$ cat config.mk
export PLATFORM = sky130hd
export DESIGN_NAME = utmi_rx_framer_flat
export DESIGN_NICKNAME = d
export VERILOG_FILES = /design/src/rtl/utmi_rx_framer_pkg.sv /design/src/rtl/utmi_rx_framer_if.sv /design/src/rtl/utmi_rx_framer_fifo.sv /design/src/rtl/utmi_rx_framer.sv /design/src/flat_wrapper.sv
export SDC_FILE = /design/constraint.sdc
export NUM_CORES = 1
export LEC_CHECK = 0
export CAP_MARGIN = 10
export CORE_MARGIN = 2
export CORE_UTILIZATION = 35
export DETAILED_ROUTE_END_ITERATION = 10
export MAX_ROUTING_LAYER = met4
export SYNTH_ARGS = -nofsm -noshare
export SYNTH_HDL_FRONTEND = slang
export SYNTH_HIERARCHICAL = 1
export SYNTH_SLANG_ARGS = --single-unit
$ cat constraint.sdc
create_clock -name clk -period 7.6 [get_ports clk]
set_input_delay 1.52 -clock clk [delete_from_list [all_inputs] [get_ports clk]]
set_output_delay 1.52 -clock clk [all_outputs]
set_load 0.01 [all_outputs]
$ cat src/rtl/utmi_rx_framer_pkg.sv
// Shared types and constants for the UTMI receive framer.
package usb_rx_pkg;

  localparam int unsigned DEF_FIFO_DEPTH = 8;

  // FIFO entry layout: {err, eop, sop, data[7:0]}
  localparam int unsigned ENTRY_W = 11;
  localparam int unsigned ERR_B   = 10;
  localparam int unsigned EOP_B   = 9;
  localparam int unsigned SOP_B   = 8;

  // Error terminator that closes an aborted packet.
  localparam logic [ENTRY_W-1:0] TERM_ENTRY = 11'h600;

  typedef enum logic [3:0] {
    ST_IDLE  = 4'b0001,
    ST_FIRST = 4'b0010,
    ST_HOLD  = 4'b0100,
    ST_DROP  = 4'b1000
  } rx_state_e;

  function automatic logic [ENTRY_W-1:0] mk_entry(input logic err, input logic eop,
                                                  input logic sop, input logic [7:0] data);
    return {err, eop, sop, data};
  endfunction

endpackage

$ cat src/rtl/utmi_rx_framer_if.sv
// Byte stream from the framer towards the packet checkers.
interface rx_lp_if;
  logic       sop;
  logic       eop;
  logic       valid;
  logic [7:0] data;
  logic       err;
  logic       ready;

  modport master (output sop, eop, valid, data, err, input ready);
  modport slave  (input sop, eop, valid, data, err, output ready);
endinterface

$ cat src/rtl/utmi_rx_framer_fifo.sv
// Synchronous show-ahead FIFO with count register and wrapping pointers.
module rx_lp_fifo #(
  parameter int unsigned WIDTH = 11,
  parameter int unsigned DEPTH = 8
) (
  input  logic             clk,
  input  logic             rst_n,
  input  logic             push,
  input  logic             pop,
  input  logic [WIDTH-1:0] din,
  output logic [WIDTH-1:0] dout,
  output logic             full,
  output logic             empty
);

  localparam int unsigned AW = $clog2(DEPTH);
  localparam logic [AW:0] FULL_CNT = (AW+1)'(DEPTH);

  logic [WIDTH-1:0] mem [DEPTH];
  logic [AW-1:0]    wr_ptr;
  logic [AW-1:0]    rd_ptr;
  logic [AW:0]      count;
  logic             wr_en;
  logic             rd_en;

  // A write at full is allowed when the head leaves in the same cycle.
  assign wr_en = push && (!full || pop);
  assign rd_en = pop && !empty;
  assign full  = (count == FULL_CNT);
  assign empty = (count == '0);
  assign dout  = mem[rd_ptr];

  // Pointer and occupancy bookkeeping.
  always_ff @(posedge clk) begin
    if (!rst_n) begin
      wr_ptr <= '0;
      rd_ptr <= '0;
      count  <= '0;
    end else begin
      if (wr_en) wr_ptr <= wr_ptr + AW'(1);
      if (rd_en) rd_ptr <= rd_ptr + AW'(1);
      unique case ({wr_en, rd_en})
        2'b10:   count <= count + (AW+1)'(1);
        2'b01:   count <= count - (AW+1)'(1);
        default: count <= count;
      endcase
    end
  end

  // Storage array; contents need no reset since empty masks them.
  always_ff @(posedge clk) begin
    if (wr_en) mem[wr_ptr] <= din;
  end

endmodule

$ cat src/rtl/utmi_rx_framer.sv
// UTMI receive framer: turns RxActive/RxValid/RxError/DataOut into a
// sop/eop-delimited byte stream with backpressure via an elastic FIFO.
module utmi_rx_framer
  import usb_rx_pkg::*;
#(
  parameter int unsigned FIFO_DEPTH = DEF_FIFO_DEPTH
) (
  input  logic       clk,
  input  logic       rst_n,
  input  logic       utmi_rx_active,
  input  logic       utmi_rx_valid,
  input  logic       utmi_rx_error,
  input  logic [7:0] utmi_data,
  rx_lp_if.master    rx_lp,
  output logic       ovf_pulse
);

  rx_state_e          state_q, state_d;
  logic [7:0]         hold_q, hold_d;
  logic               hold_sop_q, hold_sop_d;
  logic               pushed_q, pushed_d;
  logic               term_q, term_d;
  logic               ovf_q, ovf_d;

  logic               push_req;
  logic               term_push;
  logic [ENTRY_W-1:0] push_din;
  logic               can_push;
  logic               pop;
  logic               full;
  logic               empty;
  logic [ENTRY_W-1:0] fifo_dout;

  assign pop      = rx_lp.valid && rx_lp.ready;
  assign can_push = !full || pop;

  rx_lp_fifo #(
    .WIDTH (ENTRY_W),
    .DEPTH (FIFO_DEPTH)
  ) u_fifo (
    .clk   (clk),
    .rst_n (rst_n),
    .push  (push_req),
    .pop   (pop),
    .din   (push_din),
    .dout  (fifo_dout),
    .full  (full),
    .empty (empty)
  );

  // Outputs are forced to zero when nothing is queued so reset shows all-zero.
  assign rx_lp.valid = !empty;
  assign rx_lp.data  = empty ? '0 : fifo_dout[7:0];
  assign rx_lp.sop   = !empty && fifo_dout[SOP_B];
  assign rx_lp.eop   = !empty && fifo_dout[EOP_B];
  assign rx_lp.err   = !empty && fifo_dout[ERR_B];
  assign ovf_pulse   = ovf_q;

  // State and holding-register update; a packet in flight at reset is dropped.
  always_ff @(posedge clk) begin
    if (!rst_n) begin
      state_q    <= utmi_rx_active ? ST_DROP : ST_IDLE;
      hold_q     <= '0;
      hold_sop_q <= 1'b0;
      pushed_q   <= 1'b0;
      term_q     <= 1'b0;
      ovf_q      <= 1'b0;
    end else begin
      state_q    <= state_d;
      hold_q     <= hold_d;
      hold_sop_q <= hold_sop_d;
      pushed_q   <= pushed_d;
      term_q     <= term_d;
      ovf_q      <= ovf_d;
    end
  end

  // Next-state, push selection and overflow handling.
  always_comb begin
    state_d    = state_q;
    hold_d     = hold_q;
    hold_sop_d = hold_sop_q;
    pushed_d   = pushed_q;
    term_d     = term_q;
    ovf_d      = 1'b0;
    push_req   = 1'b0;
    term_push  = 1'b0;
    push_din   = '0;

    unique case (state_q)
      ST_IDLE: begin
        pushed_d = 1'b0;
        if (term_q) begin
          push_req  = 1'b1;
          term_push = 1'b1;
          push_din  = TERM_ENTRY;
          if (can_push) term_d = 1'b0;
        end else if (utmi_rx_active) begin
          if (utmi_rx_error) begin
            state_d = ST_DROP;
          end else if (utmi_rx_valid) begin
            hold_d     = utmi_data;
            hold_sop_d = 1'b1;
            state_d    = ST_HOLD;
          end else begin
            state_d = ST_FIRST;
          end
        end
      end
      ST_FIRST: begin
        if (!utmi_rx_active) begin
          state_d = ST_IDLE;
        end else if (utmi_rx_error) begin
          if (pushed_q) begin
            push_req = 1'b1;
            push_din = TERM_ENTRY;
          end
          state_d = ST_DROP;
        end else if (utmi_rx_valid) begin
          hold_d     = utmi_data;
          hold_sop_d = !pushed_q;
          state_d    = ST_HOLD;
        end
      end
      ST_HOLD: begin
        push_req = !utmi_rx_active || utmi_rx_error || utmi_rx_valid;
        if (!utmi_rx_active) begin
          push_din = mk_entry(1'b0, 1'b1, hold_sop_q, hold_q);
          state_d  = ST_IDLE;
        end else if (utmi_rx_error) begin
          push_din = mk_entry(1'b1, 1'b1, hold_sop_q, hold_q);
          state_d  = ST_DROP;
        end else if (utmi_rx_valid) begin
          push_din   = mk_entry(1'b0, 1'b0, hold_sop_q, hold_q);
          hold_d     = utmi_data;
          hold_sop_d = 1'b0;
        end
      end
      ST_DROP: begin
        if (term_q) begin
          push_req  = 1'b1;
          term_push = 1'b1;
          push_din  = TERM_ENTRY;
          if (can_push) term_d = 1'b0;
        end
        if (!utmi_rx_active) state_d = ST_IDLE;
      end
      default: state_d = ST_IDLE;
    endcase

    // A refused packet byte aborts the packet; the terminator is owed only
    // if the consumer has already seen part of it.
    if (push_req && !term_push) begin
      if (can_push) begin
        pushed_d = 1'b1;
      end else begin
        ovf_d   = 1'b1;
        term_d  = pushed_q;
        state_d = ST_DROP;
      end
    end
  end

endmodule

$ cat src/flat_wrapper.sv
// flat-port wrapper written by rule: the top's interface ports become plain ports
module utmi_rx_framer_flat import usb_rx_pkg::*;
#(
  parameter int unsigned FIFO_DEPTH = DEF_FIFO_DEPTH
)
  (clk, rst_n, utmi_rx_active, utmi_rx_valid, utmi_rx_error, utmi_data, ovf_pulse, rx_lp_sop, rx_lp_eop, rx_lp_valid, rx_lp_data, rx_lp_err, rx_lp_ready);
  rx_lp_if rx_lp_i ();
  input  logic clk;
  input  logic rst_n;
  input  logic utmi_rx_active;
  input  logic utmi_rx_valid;
  input  logic utmi_rx_error;
  input  logic [7:0] utmi_data;
  output logic ovf_pulse;
  output wire logic [$bits(rx_lp_i.sop)-1:0] rx_lp_sop;
  output wire logic [$bits(rx_lp_i.eop)-1:0] rx_lp_eop;
  output wire logic [$bits(rx_lp_i.valid)-1:0] rx_lp_valid;
  output wire logic [$bits(rx_lp_i.data)-1:0] rx_lp_data;
  output wire logic [$bits(rx_lp_i.err)-1:0] rx_lp_err;
  input wire logic [$bits(rx_lp_i.ready)-1:0] rx_lp_ready;
  assign rx_lp_sop = rx_lp_i.sop;
  assign rx_lp_eop = rx_lp_i.eop;
  assign rx_lp_valid = rx_lp_i.valid;
  assign rx_lp_data = rx_lp_i.data;
  assign rx_lp_err = rx_lp_i.err;
  assign rx_lp_i.ready = rx_lp_ready;
  utmi_rx_framer #(.FIFO_DEPTH(FIFO_DEPTH)) u_core (.clk(clk), .rst_n(rst_n), .utmi_rx_active(utmi_rx_active), .utmi_rx_valid(utmi_rx_valid), .utmi_rx_error(utmi_rx_error), .utmi_data(utmi_data), .rx_lp(rx_lp_i), .ovf_pulse(ovf_pulse));
endmodule
Word-level counts from Yosys, hierarchy flattened
Memory sizes are Yosys's and may differ from the RTL's. A register that Yosys moved wholly into a read port is not among the register bits.
Cells that the tools add are included.
Widths: inputs -> output; s select.
{"block": "totals", "reg_bits": 26, "mem_bits_rw": 88, "inputBits": 14, "out_inout_bits": 13, "word_cells": 114, "n_memories": 1}
{"name": "u_core.u_fifo.mem", "words": 8, "width": 11, "rd": 1, "rd_clocked_by_memory_dff": 1, "wr": 1, "line_no": "utmi_rx_framer_fifo.sv:19", "rtl": "logic [WIDTH-1:0] mem [DEPTH];"}
{"block": "classes", "addsub": 4, "eq_ne": 17, "muxes": 59, "reduce_logical": 24}
{"operator": "$mux 11", "n": 6}
{"operator": "$mux 4", "n": 13}
{"operator": "$mux 8", "n": 5}
{"operator": "$pmux 11 s3", "n": 1}
{"operator": "$mux 1", "n": 25}
{"operator": "$ne 2x2->1 const B", "n": 10}
{"operator": "$pmux 4 s4", "n": 1}
{"operator": "$pmux 8 s2", "n": 1}
{"operator": "$reduce_and 11->1", "n": 1}
{"operator": "$mux 3", "n": 3}
{"operator": "$mux 9", "n": 1}
{"operator": "$eq 4x4->1 const B", "n": 2}
{"operator": "$pmux 4 s2", "n": 1}
{"operator": "$logic_and 1x1->1", "n": 7}
{"operator": "$add 3x1->3 const B", "n": 2}
{"operator": "$pmux 1 s3", "n": 2}
{"operator": "$logic_not 1->1", "n": 5}
{"operator": "$add 4x1->4 const B", "n": 1}
{"operator": "$eq 4x1->1 const B", "n": 1}
{"operator": "$eq 4x2->1 const B", "n": 1}
{"operator": "$eq 4x3->1 const B", "n": 1}
{"operator": "$logic_not 4->1", "n": 1}
{"operator": "$reduce_and 2->1", "n": 2}
{"operator": "$reduce_bool 2->1", "n": 2}
{"operator": "6 further kinds", "n": 9}

Longest topological paths before layout
{"block": "logic_depth", "word_depth": 9, "depth_mapped": 13, "mapped_depth_nobuf": 12}

By module
Netlist, hierarchy kept.
{"module": "rx_lp_fifo", "instances": 1, "cells_per_inst": 199, "area_per_inst_um2": 3983.8, "seq_area_each_um2": 2902.8}
{"module": "utmi_rx_framer", "instances": 1, "cells_per_inst": 138, "area_per_inst_um2": 1097.3, "seq_area_each_um2": 320.3}

Least setup slack after synthesis
OpenSTA, ideal clock, no wires.
{"block": "synth_path", "path_type": "input-to-reg", "from": "input utmi_rx_active", "to": "register u_core.u_fifo.count[2]", "setup_ns": 0.076, "arrival_time_ns": 3.832, "t_required_ns": 7.524, "slack_ns": 3.692, "cell_stages": 12, "path_buffers": 1, "cell_sequence": "buf_2 -> or3b_1 -> a2bb2oi_2 -> nand2_1 -> o21ai_4 -> ha_1 -> xor2_1 -> ha_1 -> a21oi_1 -> xor2_1 -> or3_1 -> a21boi_0"}
{"block": "synth_via", "elab_chain_cells": 7, "elab_cells_between_ends": 10, "cone_classes": "2 x eq/ne; 3 x mux; 5 x reduce/logical"}
{"element": "from (decl)", "line_no": "flat_wrapper.sv:10", "rtl": "input logic utmi_rx_active;"}
{"element": "$logic_not 1->1"}
{"element": "$logic_or 1x1->1 (2 in a row)", "line_no": "utmi_rx_framer.sv:126", "rtl": "push_req = !utmi_rx_active || utmi_rx_error || utmi_rx_valid;"}
{"element": "$pmux 1 s3 (*)", "line_no": "utmi_rx_framer.sv:90", "rtl": "unique case (state_q)"}
{"element": "named net u_core.push_req", "line_no": "utmi_rx_framer.sv:25", "rtl": "logic push_req;"}
{"element": "$logic_and 1x1->1 (*)", "line_no": "utmi_rx_framer_fifo.sv:27", "rtl": "assign wr_en = push && (!full || pop);"}
{"element": "$eq 2x1->1 or $eq 2x2->1 (tied branches)", "line_no": "utmi_rx_framer_fifo.sv:42", "rtl": "unique case ({wr_en, rd_en})"}
{"element": "$pmux 4 s2 or $reduce_bool 2->1 (tied branches)"}
{"element": "to (signal assigned)", "line_no": "utmi_rx_framer_fifo.sv:43", "rtl": "2'b10: count <= count + (AW+1)'(1);"}
{"element": "to (signal assigned)", "line_no": "utmi_rx_framer_fifo.sv:44", "rtl": "2'b01: count <= count - (AW+1)'(1);"}
{"element": "to (signal assigned)", "line_no": "utmi_rx_framer_fifo.sv:45", "rtl": "default: count <= count;"}
{"element": "to (decl)", "line_no": "utmi_rx_framer_fifo.sv:22", "rtl": "logic [AW:0] count;"}
The timed path passes the listed nets; every way through them passes the cells marked *.
A chain may end at the register's enable or synchronous reset.

Worst setup path after layout
Same ends and word-level chain as after synthesis.

==> impl_results.md <==
- Status: complete, no violations
- Die Ht: 124 microns
- N_diodes: 0
- Reg2reg setup slack: 4.01 ns
- Die X-Extent: 124 microns
- Top cell type by total area after synthesis: edfxtp_1
- Global Route Usage Sum: 13.7%
- Synthesis-stage register bit count: 117
- Number of cell rows: 44
- CTS H-tree lvls: 4
- Crit share post-route: 58.2%
- Largest net degree at the start of global routing: 38
- CTS Hold Bufs: 0
- TritonCTS Buffers: 17
- Synth Net Count: 356
- Worst path depth: 12
- Mapped Area: 5080 sq um
- Antenna violations before repair: 0
- Slowest cell on the critical path: clkdlybuf4s50_1
- Final Skew: 0.00489 ns
- CTS root buf: clkbuf_16
- Top-count cell post-synth: edfxtp_1
- Post-synth EDFFs: 88
- Crit path arrival time: 4.76 ns
- Max Clock Freq: 226 MHz
- RD Place Congestion: 0.790
- Core area: 14400 sq um
- Post-route worst setup slack: 3.17 ns
- Synth Instances: 337
- Via count: 2841
- Synth async-reset ratio: 0%
- Setup slack at placement: 2.77 ns
- Leakage power: 2.15 nW
- Worst-Margin Slew: 1.11 ns
- Hold path cells: 2
- Syn. warnings: 6
- FF-to-FF End: u_core/u_fifo/count[2]
- I/O Buffers: 26
- Synth top area share: 52.0%
- Drt drc: 0
- Req. time, crit path: 7.93 ns
- Post-DP HPWL: 5.90 mm
- Clock Sinks: 117
- Top-Level Pins: 27
- Top FF cell, synth: edfxtp_1
- CP bufs+invs: 1
- Worst Path Max Fanout: 11
- CP startpoint: utmi_rx_active
- Die ar.: 15500 sq um
- First-pass GRT wire length: 15.7 mm
- Routed wire length: 9.66 mm
- Kind of critical path: input port to register
- Number of global-route vias before repair: 2923
- Routed Antenna Nets: 0
- Sequential fraction of the synthesis area: 63.4%
- Max-slew violation count: 0
- Worst ir drop on vdd: 0.140 mV
- Max-cap violations: 0
- Final Critical Period: 4.43 ns
- Synth top area cells: edfxtp_1 52%, dfxtp_1 11%, mux4_2 9.8%
- Max stage delay on crit path: 0.62 ns
- Worst-path clk slew: 0.05 ns
- Maximum root-to-sink buffer count: 2
- TritonCTS clock tree: done
- Routed vias/inst: 4.98
- Crit. End Element: register
- Nets: 392
- Min-Delay Path Class: register to register
- Pwr dens: 239 nW/um^2
- Reg-to-reg critical path startpoint: u_core/state_q[2]
- Clock latency on the worst-skew pair: 0.40 ns
- Setup_tns: 0 ns
- Rel. slew slack: 26.2%
- P&R area growth vs syn: 21.0%
- Finish-stage setup viols: 0
- Post-synth top cells: 88 x edfxtp_1, 29 x dfxtp_1, 26 x nand2_1
- DR pass1 iterations: 4
- Register-to-Register Path Depth: 11
- Share of layout cells above drive strength 1: 21.5%
- Critical path capture point: u_core/u_fifo/count[2]
- Post-synth cell types: 53
- Postcts setup bufs: 0
- Post-DR wirelength/cell: 16.9 microns
- Initial DRC Count: 143
- Final Hold Viols: 0
- RSZ-0062 raised after global routing: no
- Syn_area_per_cell: 15.1 sq um
- Startpoint types: input port
- Post_cts resized: 0
- Critical-path cell list: clkdlybuf4s50_1 -> or3b_1 -> a2bb2oi_2 -> nand2_1 -> o21ai_4 -> ha_1 -> xor2_1 -> ha_1 -> a21oi_1 -> xor2_1 -> or3_1 -> a21boi_0
- Initial Util: 35.4%
- GRT Residual Overflow: 0
- Cell family with most CP delay: simple AND/OR/NAND/NOR gates
[worst min-delay path: cells and delay by family, from the launching register on]
| family | cells | cell delay, ns |
|---|---|---|
| multiplexers | 1 | 0.05 |
| AND/OR/NAND/NOR | 1 | 0.05 |
| flip-flops | 1 | 0.30 |
[cells by family (layout without fill, tap and decap cells)]
group                      Yosys count  after routing  share of synthesized area, %
AOI/OAI and AO/OA                   31             31                          4.73
xor gates and xnor gates             9              9                          1.55
adders and majority gates            5              5                          1.23
buffers and inverters               25             74                          2.19
DFF                                117            117                          63.4
muxes                               47             47                          15.0
and+or+nand+nor                    103            103                          11.9
[through the flow]
step           cells  area, sq um  hold WS, ns  util, %  power, W
2_1_floorplan    337         5080        0.430        -  0.000718
3_3_place_gp     538         5580        0.442     38.9  0.000730
3_5_place_dp     538         5580        0.445     38.9  0.000731
4_1_cts          570         6150        0.461     42.8   0.00148
5_1_grt          570         6150        0.478     42.8   0.00152
6_report         570         6150        0.458     42.8   0.00147
[per-layer routing]
layer,vias to the layer above,track usage (%),part of all wire [%]
li1,1366,-,-
met5,-,-,0
met3,11,3.26,2.9
met1,1409,17.9,47
met2,55,20.6,48
met4,0,6.01,1.5
[layout make-up]
| type | instances | area, sq um |
|---|---|---|
| Clock inverter | 15 | 140 |
| Timing Repair Buffer | 36 | 335 |
| Sequential cell | 117 | 3220 |
| Fill cell | 1280 | 8220 |
| Tap cell | 184 | 230 |
| Clock buffer | 17 | 425 |
| Multi-Input combinational cell | 195 | 1770 |
| Inverter | 6 | 22.5 |
[how the worst min path moves through the flow]
| stage | start | to | slack [ns] |
|---|---|---|---|
| 6_report | u_core/hold_sop_q | u_core/hold_sop_q | 0.46 |
| 5_1_grt | u_core/hold_sop_q | u_core/hold_sop_q | 0.48 |
| 4_1_cts | u_core/hold_sop_q | u_core/hold_sop_q | 0.46 |
| 3_5_place_dp | u_core/hold_sop_q | u_core/hold_sop_q | 0.44 |
| 3_3_place_gp | u_core/hold_sop_q | u_core/hold_sop_q | 0.44 |
| 2_1_floorplan | u_core/hold_q[0] | u_core/hold_q[0] | 0.43 |
[layout by cell type (no fill, tap or decap), types with 6 or more instances in the layout]
cell type and instances:
buf_4 10, edfxtp_1 88, mux2_2 12, nor3_1 7, nor2b_1 16, mux4_2 22, mux2i_1 13, nand2b_1 8
inv_1 6, clkdlybuf4s50_1 26, xnor2_1 6, clkbuf_16 17, and3_1 9, and2_1 6, nand2_1 26, dfxtp_1 29
nor2_1 8
[power by group]
group	switching [W]	internal (W)	total [W]
combinational	0.0000140	0.0000167	0.0000307
sequential	0.00000604	0.000681	0.000687
clock	0.000275	0.000476	0.000751
[flip-flops by register name, indices dropped and copies added (netlist names), named ones only]
signal,count
u_core/u_fifo/rd_ptr,3
u_core/term_q,1
u_core/pushed_q,1
u_core/u_fifo/count,4
u_core/state_q,4
u_core/u_fifo/mem,88
u_core/hold_sop_q,1
u_core/u_fifo/wr_ptr,3
u_core/ovf_pulse,1
u_core/hold_q,8
(Power assumes the default switching activity.)
